--- src/rtl/clint_access_master_pkg.sv ---
// rtl/clint_access_master_pkg.sv - shared constants, state type and decode helpers for the CLINT access master
package clint_access_master_pkg;

  localparam logic [63:0] MTIME_ADDR    = 64'h0000_0000_0200_BFF8;
  localparam logic [63:0] MTIMECMP_ADDR = 64'h0000_0000_0200_4000;

  localparam logic [1:0] SIZE_B = 2'd0;
  localparam logic [1:0] SIZE_H = 2'd1;
  localparam logic [1:0] SIZE_W = 2'd2;
  localparam logic [1:0] SIZE_D = 2'd3;

  typedef enum logic [1:0] {
    ST_IDLE  = 2'd0,
    ST_READ  = 2'd1,
    ST_WRITE = 2'd2,
    ST_RESP  = 2'd3
  } state_t;

  // Offset must be a multiple of the access width in bytes.
  function automatic logic is_misaligned(input logic [2:0] off, input logic [1:0] size);
    case (size)
      SIZE_B:  is_misaligned = 1'b0;
      SIZE_H:  is_misaligned = off[0];
      SIZE_W:  is_misaligned = |off[1:0];
      default: is_misaligned = |off;
    endcase
  endfunction

  // Only the two timer double-words are reachable through this port.
  function automatic logic is_mapped(input logic [63:0] addr);
    is_mapped = (addr[63:3] == MTIME_ADDR[63:3]) || (addr[63:3] == MTIMECMP_ADDR[63:3]);
  endfunction

endpackage

--- src/rtl/clint_lane_mux.sv ---
// rtl/clint_lane_mux.sv - byte-lane extraction/extension for loads and byte merge for sub-double-word stores
module clint_lane_mux
  import clint_access_master_pkg::*;
(
  input  logic [63:0] rdata_i,
  input  logic [2:0]  off_i,
  input  logic [1:0]  size_i,
  input  logic        unsigned_i,
  input  logic [63:0] wdata_i,
  output logic [63:0] load_o,
  output logic [63:0] merge_o
);

  logic [5:0]  shamt;
  logic [63:0] shifted;
  logic [63:0] size_mask;
  logic [63:0] lane_mask;

  assign shamt = {off_i, 3'b000};

  // Right-align the addressed lanes, extend them, and build the store merge over the old value.
  always_comb begin
    shifted   = rdata_i >> shamt;
    size_mask = 64'hFFFF_FFFF_FFFF_FFFF;
    load_o    = shifted;
    case (size_i)
      SIZE_B: begin
        size_mask = 64'h0000_0000_0000_00FF;
        load_o    = {{56{~unsigned_i & shifted[7]}}, shifted[7:0]};
      end
      SIZE_H: begin
        size_mask = 64'h0000_0000_0000_FFFF;
        load_o    = {{48{~unsigned_i & shifted[15]}}, shifted[15:0]};
      end
      SIZE_W: begin
        size_mask = 64'h0000_0000_FFFF_FFFF;
        load_o    = {{32{~unsigned_i & shifted[31]}}, shifted[31:0]};
      end
      default: begin
        size_mask = 64'hFFFF_FFFF_FFFF_FFFF;
        load_o    = shifted;
      end
    endcase
    lane_mask = size_mask << shamt;
    merge_o   = (rdata_i & ~lane_mask) | ((wdata_i << shamt) & lane_mask);
  end

endmodule

--- src/rtl/clint_access_master.sv ---
// rtl/clint_access_master.sv - load/store initiator for the timer register port with read-modify-write for narrow stores
module clint_access_master
  import clint_access_master_pkg::*;
(
  input  logic        clk,
  input  logic        rst,
  input  logic        req_valid_i,
  output logic        req_ready_o,
  input  logic        req_wen_i,
  input  logic [63:0] req_addr_i,
  input  logic [1:0]  req_size_i,
  input  logic        req_unsigned_i,
  input  logic [63:0] req_wdata_i,
  output logic        rsp_valid_o,
  input  logic        rsp_ready_i,
  output logic [63:0] rsp_rdata_o,
  output logic        rsp_err_o,
  output logic        clint_cen_o,
  output logic        clint_wen_o,
  output logic [63:0] clint_addr_o,
  output logic [63:0] clint_wdata_o,
  input  logic [63:0] clint_rdata_i
);

  state_t      state_q, state_d;
  logic        wen_q, wen_d;
  logic [2:0]  off_q, off_d;
  logic [1:0]  size_q, size_d;
  logic        uns_q, uns_d;
  logic [63:0] wdata_q, wdata_d;

  logic        req_ready_q, req_ready_d;
  logic        rsp_valid_q, rsp_valid_d;
  logic [63:0] rsp_rdata_q, rsp_rdata_d;
  logic        rsp_err_q, rsp_err_d;
  logic        cen_q, cen_d;
  logic        cwen_q, cwen_d;
  logic [63:0] caddr_q, caddr_d;
  logic [63:0] cwdata_q, cwdata_d;

  logic [63:0] load_data;
  logic [63:0] merge_data;

  clint_lane_mux u_lane_mux (
    .rdata_i    (clint_rdata_i),
    .off_i      (off_q),
    .size_i     (size_q),
    .unsigned_i (uns_q),
    .wdata_i    (wdata_q),
    .load_o     (load_data),
    .merge_o    (merge_data)
  );

  // Next-state and next-output logic; every output is registered alongside the state.
  always_comb begin
    state_d     = state_q;
    wen_d       = wen_q;
    off_d       = off_q;
    size_d      = size_q;
    uns_d       = uns_q;
    wdata_d     = wdata_q;
    req_ready_d = req_ready_q;
    rsp_valid_d = rsp_valid_q;
    rsp_rdata_d = rsp_rdata_q;
    rsp_err_d   = rsp_err_q;
    cen_d       = 1'b0;
    cwen_d      = 1'b0;
    caddr_d     = 64'd0;
    cwdata_d    = 64'd0;
    case (state_q)
      ST_IDLE: begin
        if (req_valid_i && req_ready_q) begin
          wen_d       = req_wen_i;
          off_d       = req_addr_i[2:0];
          size_d      = req_size_i;
          uns_d       = req_unsigned_i;
          wdata_d     = req_wdata_i;
          req_ready_d = 1'b0;
          if (is_misaligned(req_addr_i[2:0], req_size_i) || !is_mapped(req_addr_i)) begin
            state_d     = ST_RESP;
            rsp_valid_d = 1'b1;
            rsp_err_d   = 1'b1;
            rsp_rdata_d = 64'd0;
          end else if (req_wen_i && (req_size_i == SIZE_D)) begin
            state_d  = ST_WRITE;
            cen_d    = 1'b1;
            cwen_d   = 1'b1;
            caddr_d  = {req_addr_i[63:3], 3'b000};
            cwdata_d = req_wdata_i;
          end else begin
            state_d = ST_READ;
            cen_d   = 1'b1;
            caddr_d = {req_addr_i[63:3], 3'b000};
          end
        end
      end
      ST_READ: begin
        if (wen_q) begin
          state_d  = ST_WRITE;
          cen_d    = 1'b1;
          cwen_d   = 1'b1;
          caddr_d  = caddr_q;
          cwdata_d = merge_data;
        end else begin
          state_d     = ST_RESP;
          rsp_valid_d = 1'b1;
          rsp_err_d   = 1'b0;
          rsp_rdata_d = load_data;
        end
      end
      ST_WRITE: begin
        state_d     = ST_RESP;
        rsp_valid_d = 1'b1;
        rsp_err_d   = 1'b0;
        rsp_rdata_d = 64'd0;
      end
      default: begin
        if (rsp_ready_i) begin
          state_d     = ST_IDLE;
          rsp_valid_d = 1'b0;
          rsp_err_d   = 1'b0;
          rsp_rdata_d = 64'd0;
          req_ready_d = 1'b1;
        end
      end
    endcase
  end

  // State and registered outputs; reset drops the port strobes immediately.
  always_ff @(posedge clk or posedge rst) begin
    if (rst) begin
      state_q     <= ST_IDLE;
      wen_q       <= 1'b0;
      off_q       <= 3'd0;
      size_q      <= 2'd0;
      uns_q       <= 1'b0;
      wdata_q     <= 64'd0;
      req_ready_q <= 1'b1;
      rsp_valid_q <= 1'b0;
      rsp_rdata_q <= 64'd0;
      rsp_err_q   <= 1'b0;
      cen_q       <= 1'b0;
      cwen_q      <= 1'b0;
      caddr_q     <= 64'd0;
      cwdata_q    <= 64'd0;
    end else begin
      state_q     <= state_d;
      wen_q       <= wen_d;
      off_q       <= off_d;
      size_q      <= size_d;
      uns_q       <= uns_d;
      wdata_q     <= wdata_d;
      req_ready_q <= req_ready_d;
      rsp_valid_q <= rsp_valid_d;
      rsp_rdata_q <= rsp_rdata_d;
      rsp_err_q   <= rsp_err_d;
      cen_q       <= cen_d;
      cwen_q      <= cwen_d;
      caddr_q     <= caddr_d;
      cwdata_q    <= cwdata_d;
    end
  end

  assign req_ready_o   = req_ready_q;
  assign rsp_valid_o   = rsp_valid_q;
  assign rsp_rdata_o   = rsp_rdata_q;
  assign rsp_err_o     = rsp_err_q;
  assign clint_cen_o   = cen_q;
  assign clint_wen_o   = cwen_q;
  assign clint_addr_o  = caddr_q;
  assign clint_wdata_o = cwdata_q;

endmodule

--- config.mk ---
export PLATFORM = sky130hd
export DESIGN_NAME = clint_access_master
export DESIGN_NICKNAME = d
export VERILOG_FILES = /design/src/rtl/clint_access_master_pkg.sv /design/src/rtl/clint_lane_mux.sv /design/src/rtl/clint_access_master.sv
export SDC_FILE = /design/constraint.sdc
export NUM_CORES = 1
export LEC_CHECK = 0
export BUFFER_PORTS_ARGS = -buffer_cell sky130_fd_sc_hd__clkbuf_2
export CORE_MARGIN = 1
export CORE_UTILIZATION = 50
export CTS_CLUSTER_DIAMETER = 120
export CTS_CLUSTER_SIZE = 14
export DETAILED_ROUTE_END_ITERATION = 8
export HOLD_SLACK_MARGIN = 0.02
export PLACE_DENSITY = 0.87
export SYNTH_ARGS = -nofsm -noshare
export SYNTH_HDL_FRONTEND = slang
export SYNTH_SLANG_ARGS = --single-unit
--- constraint.sdc ---
create_clock -name clk -period 13.3 [get_ports clk]
set_clock_uncertainty 0.2 [all_clocks]
set_input_delay 2.66 -clock clk [delete_from_list [all_inputs] [get_ports clk]]
set_output_delay 2.66 -clock clk [all_outputs]
set_load 0.02 [all_outputs]
==> results.cfg, run 1 <==
[finish]
postLayoutCellArea_um2 = 16900
drive_gt1_frac = 0.280
final_core_util = 0.608
area_growth_syn_to_layout_pct = 19.1
final_cells = 2206
ff_latch_area_um2 = 6690
nets = 2022
fill_cells = 2390
multi_input_area_um2 = 6940

[synthesis]
ys_types = 59
netlist_top_cells_count = 357 x nand2_1, 266 x dfrtp_1, 105 x mux2i_1, 102 x a21oi_1, 90 x clkbuf_1
synth_ff_type = dfrtp_1
syn_area_um2 = 14200
ys_seq_area_frac = 0.470
yosysMostFrequentCell = nand2_1
synth_seq_cells = 267
async_reset_ff_frac = 1.00
syn_area_per_cell_um2 = 9.41
syn_inst = 1510
synth-edff-count = 0
synth_area_leaders = dfrtp_1 47%, nand2_1 9.4%, mux2i_1 7.4%
ys_warn_count = 0
yosysTopAreaCellShare = 0.468
synth_area_leader_cell = dfrtp_1

[power_and_ir_drop]
leakage_nw = 8.56
p_per_area_nw_per_um2 = 90.9
vdd_drop_max_uv = 70.2

[die]
die_width_um = 171
core-area_um2 = 27900
ios = 397
start_util = 0.510
die_area_um2 = 29100
die_y_um = 171
fp-row-count = 61

[timing]
hold_viol_final = 0
finalSetupViolCount = 0
clock.fmax_mhz = 199
drv_slew = 0
relSlewSlack = 0.165
period_needed_ps = 5040
worst_slew_pin_slew_ps = 1250
finalSetupTns_ps = 0
rsz0062_at_grt = no
post-route-period-util = 0.379

[worst_setup_path]
critPathMaxFanout = 114
crit_buf_inv = 2
arrival_ps = 5260
worst_setup_path_start_kind = input pin
path_class = in2reg
path_cells = clkbuf_2 > nor4b_1 > nand4_1 > nor3_1 > a21o_4 > buf_4 > nand2_1 > o31ai_1
endpoint_kind = flop
max_stage_delay_ps = 780
rr_startpoint = off_q[1]
r2r_slack_ps = 8920
startpoint = req_addr_i[22]
slowest_stage = buf_4
worstPathRequired_ps = 13530
critical-path-top-delay-family = simple AND/OR/NAND/NOR gates

[detailed_routing]
drtIter0Drc = 1619
vias_per_cell = 6.09
drc = 0
wl_mm = 51.3
dr_total_vias = 13400
dr.pass1.iters = 6
wl_per_cell_um = 23.3
detail-route-antenna-nets = 0

[placement]
place_congestion = 0.946
dp_hpwl_mm = 37.2
place_inst = 2170
io_buffers = 393
place_area_um2 = 16300

[global_route]
antenna_found_initial = 3
grt_max_degree = 129
grt_pass1_vias = 12500
grt_usage = 0.351
grt_overflow_total = 0
grt_pass1_wl_mm = 76.2

[outcome]
status = finished, final reports clean

[clocking]
cts_hold_buf = 0
h-tree-depth = 1
cts-root-buf = clkbuf_16
cts.clk_slew.worst_paths_ps = 70
clock_latency_ps = 540
ctsResizeCount = 0
cts_buffer_depth = 3
cts_post_setup_buffers_inserted = 0
cts_tree = yes
clock-sinks = 267
cts_buffers = 23

[run]
max_cap_violations = 0

[worst_hold_path]
min_from = clint_addr_o[4]
hp-class = reg2reg
==> stage by stage <==
step           hold slack (ps)  worst slack, ps  power, mW
2_1_floorplan              241             3090      0.864
3_3_place_gp               256             7810      0.928
3_5_place_dp               263             7780      0.929
4_1_cts                    280             8310       1.54
5_1_grt                    294             8070       1.58
6_report                   278             8260       1.54
==> placed cells by master, fill, tap and decap left out, types with 6 or more instances in the layout <==
cell       instances
buf_4             19
o21ai_0           55
nand4_1            6
a2bb2oi_1         12
a211o_1           15
a211oi_1          28
o2bb2ai_1         29
clkbuf_2         393
nor2b_1           21
nor4_1            12
nand3_1           11
o31ai_1           39
a21oi_1          102
inv_1             15
clkbuf_16         23
a22oi_1            9
mux4_2            25
nor2_1            74
o22ai_1           20
dfrtp_1          263
nand2_1          357
a22o_1            27
mux2_2            27
nor3_1             6
clkbuf_1           9
and3_1            47
mux2i_1          105
==> cell families (layout without fill, tap and decap cells) <==
kind of cell             Yosys count  after routing  synth area share
multiplexers                     157            157             0.135
AO/OA/AOI/OAI                    367            367             0.174
flip-flops                       267            267             0.470
buffers and inverters            150            464            0.0445
other                              1              5          0.000264
AND/OR/NAND/NOR                  563            563             0.172
adder cells (fa/ha/maj)            5              5           0.00440
==> power breakdown <==
part | switching, mW | total [mW] | internal (mW)
Sequential | 0 | 0.812 | 0.812
Combinational | 0.0688 | 0.105 | 0.0357
Clock | 0.304 | 0.622 | 0.319
Total | 0.372 | 1.54 | 1.17
==> worst paths after layout <==
| check | end | depth (start not counted) |
|---|---|---|
| worst max-delay path | rsp_rdata_o[42] | 8 |
| worst min-delay path | clint_addr_o[4] | 2 |
| worst max register to register | rsp_rdata_o[63] | 8 |
| worst min register to register | clint_addr_o[4] | 2 |
| max in group asynchronous | wdata_q[4] | 3 |
| min in group asynchronous | rsp_rdata_o[19] | 2 |
==> layer usage <==
metal,share of wire,global-route usage
met1,0.40,0.491
met2,0.44,0.517
met3,0.11,0.0861
met4,0.044,0.154
met5,0.00025,0
==> flip-flops by register name, indices dropped and copies added, names as in the netlist, 2 cells and up <==
| name | flops |
|---|---|
| wdata_q | 64 |
| rsp_rdata_o | 64 |
| size_q | 2 |
| state_q | 2 |
| clint_addr_o | 61 |
| clint_wdata_o | 64 |
| off_q | 3 |
==> layout make-up <==
cell class,instances,share of cell area
antenna,2,0.000296
clock buffer,32,0.0360
clock inverter,2,0.00148
inverter,18,0.00443
multi-input combinational,1095,0.410
sequential,267,0.395
tap,378,0.0279
timing repair buffer,412,0.125
==> tightest hold or removal path: cells and delay by family (launching register included) <==
kind	cells	cell delay [ps]
and+or+nand+nor	2	100
DFF	1	340
(Power assumes the default switching activity.)
==> inputs of run 2 (changes only) <==
- CORE_UTILIZATION: 50 -> 48
- clock period: 13.3 -> 4.5 ns (I/O delays scaled with it)
==> run 2 against run 1 <==
Count of clock-buffer cells in the layout stayed put. Critical path type is now reg2reg. Largest cell class unchanged. Global-route usage down 1.0 points. Non-clock buffer count grew 10. Sequential share of layout area fell by 0.31 points. First-iteration DRC count increased by 7.9%.
==> results.cfg, run 2 (synthesis results as in run 1) <==
[worst_setup_path]
path_cells = inv_1 > ha_1 > clkinv_1 > nor2_4 > o21ai_0
worstRegToRegCells = 5
critPathCapture = clint_addr_o[25]
crit_buf_inv = 2
endpoint_kind = flop
worstSetupPathDepth = 5
startpoint = state_q[1]
arrival_ps = 3560
max_stage_delay_ps = 980
path_class = reg2reg
critPathMaxFanout = 41
r2r-end = clint_addr_o[25]
worst_setup_path_start_kind = flop
rr_startpoint = state_q[1]
critical-path-top-delay-family = simple AND/OR/NAND/NOR gates
r2r_slack_ps = 1090
worstPathRequired_ps = 4660
slowest_stage = nor2_4

[detailed_routing]
wl_mm = 52.3
vias_per_cell = 6.08
drtIter0Drc = 1747
dr_total_vias = 13500
detail-route-antenna-nets = 0
drc = 0
dr.pass1.iters = 6
wl_per_cell_um = 23.6

[finish]
final_cells = 2221
nets = 2032
final_common_cell = clkbuf_2
area_growth_syn_to_layout_pct = 20.0
postLayoutCellArea_um2 = 17100
fill_cells = 2513
final_cell_mix = 393 x clkbuf_2, 357 x nand2_1, 263 x dfrtp_1, 105 x mux2i_1, 102 x a21oi_1
final_core_util = 0.590
drive_gt1_frac = 0.283

[die]
die_width_um = 174
ios = 397
core-area_um2 = 28900
fp-row-count = 62
die_area_um2 = 30300
start_util = 0.491
die_y_um = 174

[timing]
period_needed_ps = 3410
relSlewSlack = 0.221
post-route-period-util = 0.757
hold_viol_final = 0
clock.fmax_mhz = 294
setup_slack_ps = 1090
worst_slew_pin_slew_ps = 1170
drv_slew = 0
finalSetupViolCount = 0
rsz0062_at_grt = no

[clocking]
cts_buffers = 23
cts_post_setup_buffers_inserted = 0
cts-root-buf = clkbuf_16
h-tree-depth = 1
clock-sinks = 267
cts_hold_buf = 0
ctsResizeCount = 0
cts.clk_slew.worst_paths_ps = 70
cts_tree = yes
clock_latency_ps = 530
cts_buffer_depth = 3

[global_route]
grt_pass1_wl_mm = 79.0
antenna_found_initial = 4
grt_max_degree = 97
grt_overflow_total = 0
grt_usage = 0.341
grt_pass1_vias = 12900

[placement]
place_area_um2 = 16400
dp_hpwl_mm = 38.4
place_inst = 2186
io_buffers = 393
place_congestion = 0.980
dp_slack_ps = 784

[power_and_ir_drop]
vdd_drop_max_uv = 228
p_per_area_nw_per_um2 = 265
leakage_nw = 8.63

[outcome]
status = finished, final reports clean

[run]
max_cap_violations = 0

[worst_hold_path]
hp-class = in2async
[run 2: worst reg2reg max path, delay by kind of cell (launching register included)]
family	cells	cell delay, ps
buffers and inverters	2	770
and+or+nand+nor	1	980
DFF	1	440
AOI/OAI and AO/OA	1	250
adders and majority gates	1	600
[run 2: power by group]
group / internal, mW / switching [mW]
Sequential: 2.40 / 0
Clock: 0.937 / 0.876
Combinational: 0.110 / 0.204
Total: 3.45 / 1.08
[run 2: layer usage]
metal / vias to the layer above / GRT usage / routed length (um)
met1: 6585 / 0.472 / 21200
met3: 139 / 0.0855 / 5380
met2: 799 / 0.512 / 23400
met5: - / 0 / 26
met4: 4 / 0.137 / 2350
li1: 5976 / - / -
[run 2: layout make-up]
type / count / area, um2 / area share
Clock inverter: 1 / 16.3 / 0.000953
Inverter: 18 / 71.3 / 0.00418
Multi-Input combinational cell: 1095 / 6940 / 0.407
Clock buffer: 32 / 609 / 0.0357
Tap cell: 384 / 480 / 0.0282
Antenna cell: 2 / 5.00 / 0.000293
Timing Repair Buffer: 422 / 2250 / 0.132
Sequential cell: 267 / 6690 / 0.392
[run 2: how the worst min path moves through the flow]
stage | slack, ps | cells after the start | to | start
after floorplan | 240 | 2 | wdata_q[56] | wdata_q[56]
after global placement | 250 | 2 | rsp_rdata_o[8] | rsp_rdata_o[8]
after detailed placement | 260 | 2 | clint_addr_o[3] | clint_addr_o[3]
after CTS | 270 | 2 | clint_addr_o[49] | rst
after global routing | 290 | 2 | clint_addr_o[3] | clint_addr_o[3]
final | 260 | 2 | clint_addr_o[28] | rst
[run 2: stage by stage]
stage | power (mW) | TNS [ps] | hold slack [ps]
after detailed placement | 2.75 | 0 | 256
after global placement | 2.75 | 0 | 249
final | 4.53 | 0 | 255
after CTS | 4.55 | 0 | 271
after floorplan | 2.55 | -33160 | 241
after global routing | 4.65 | 0 | 292
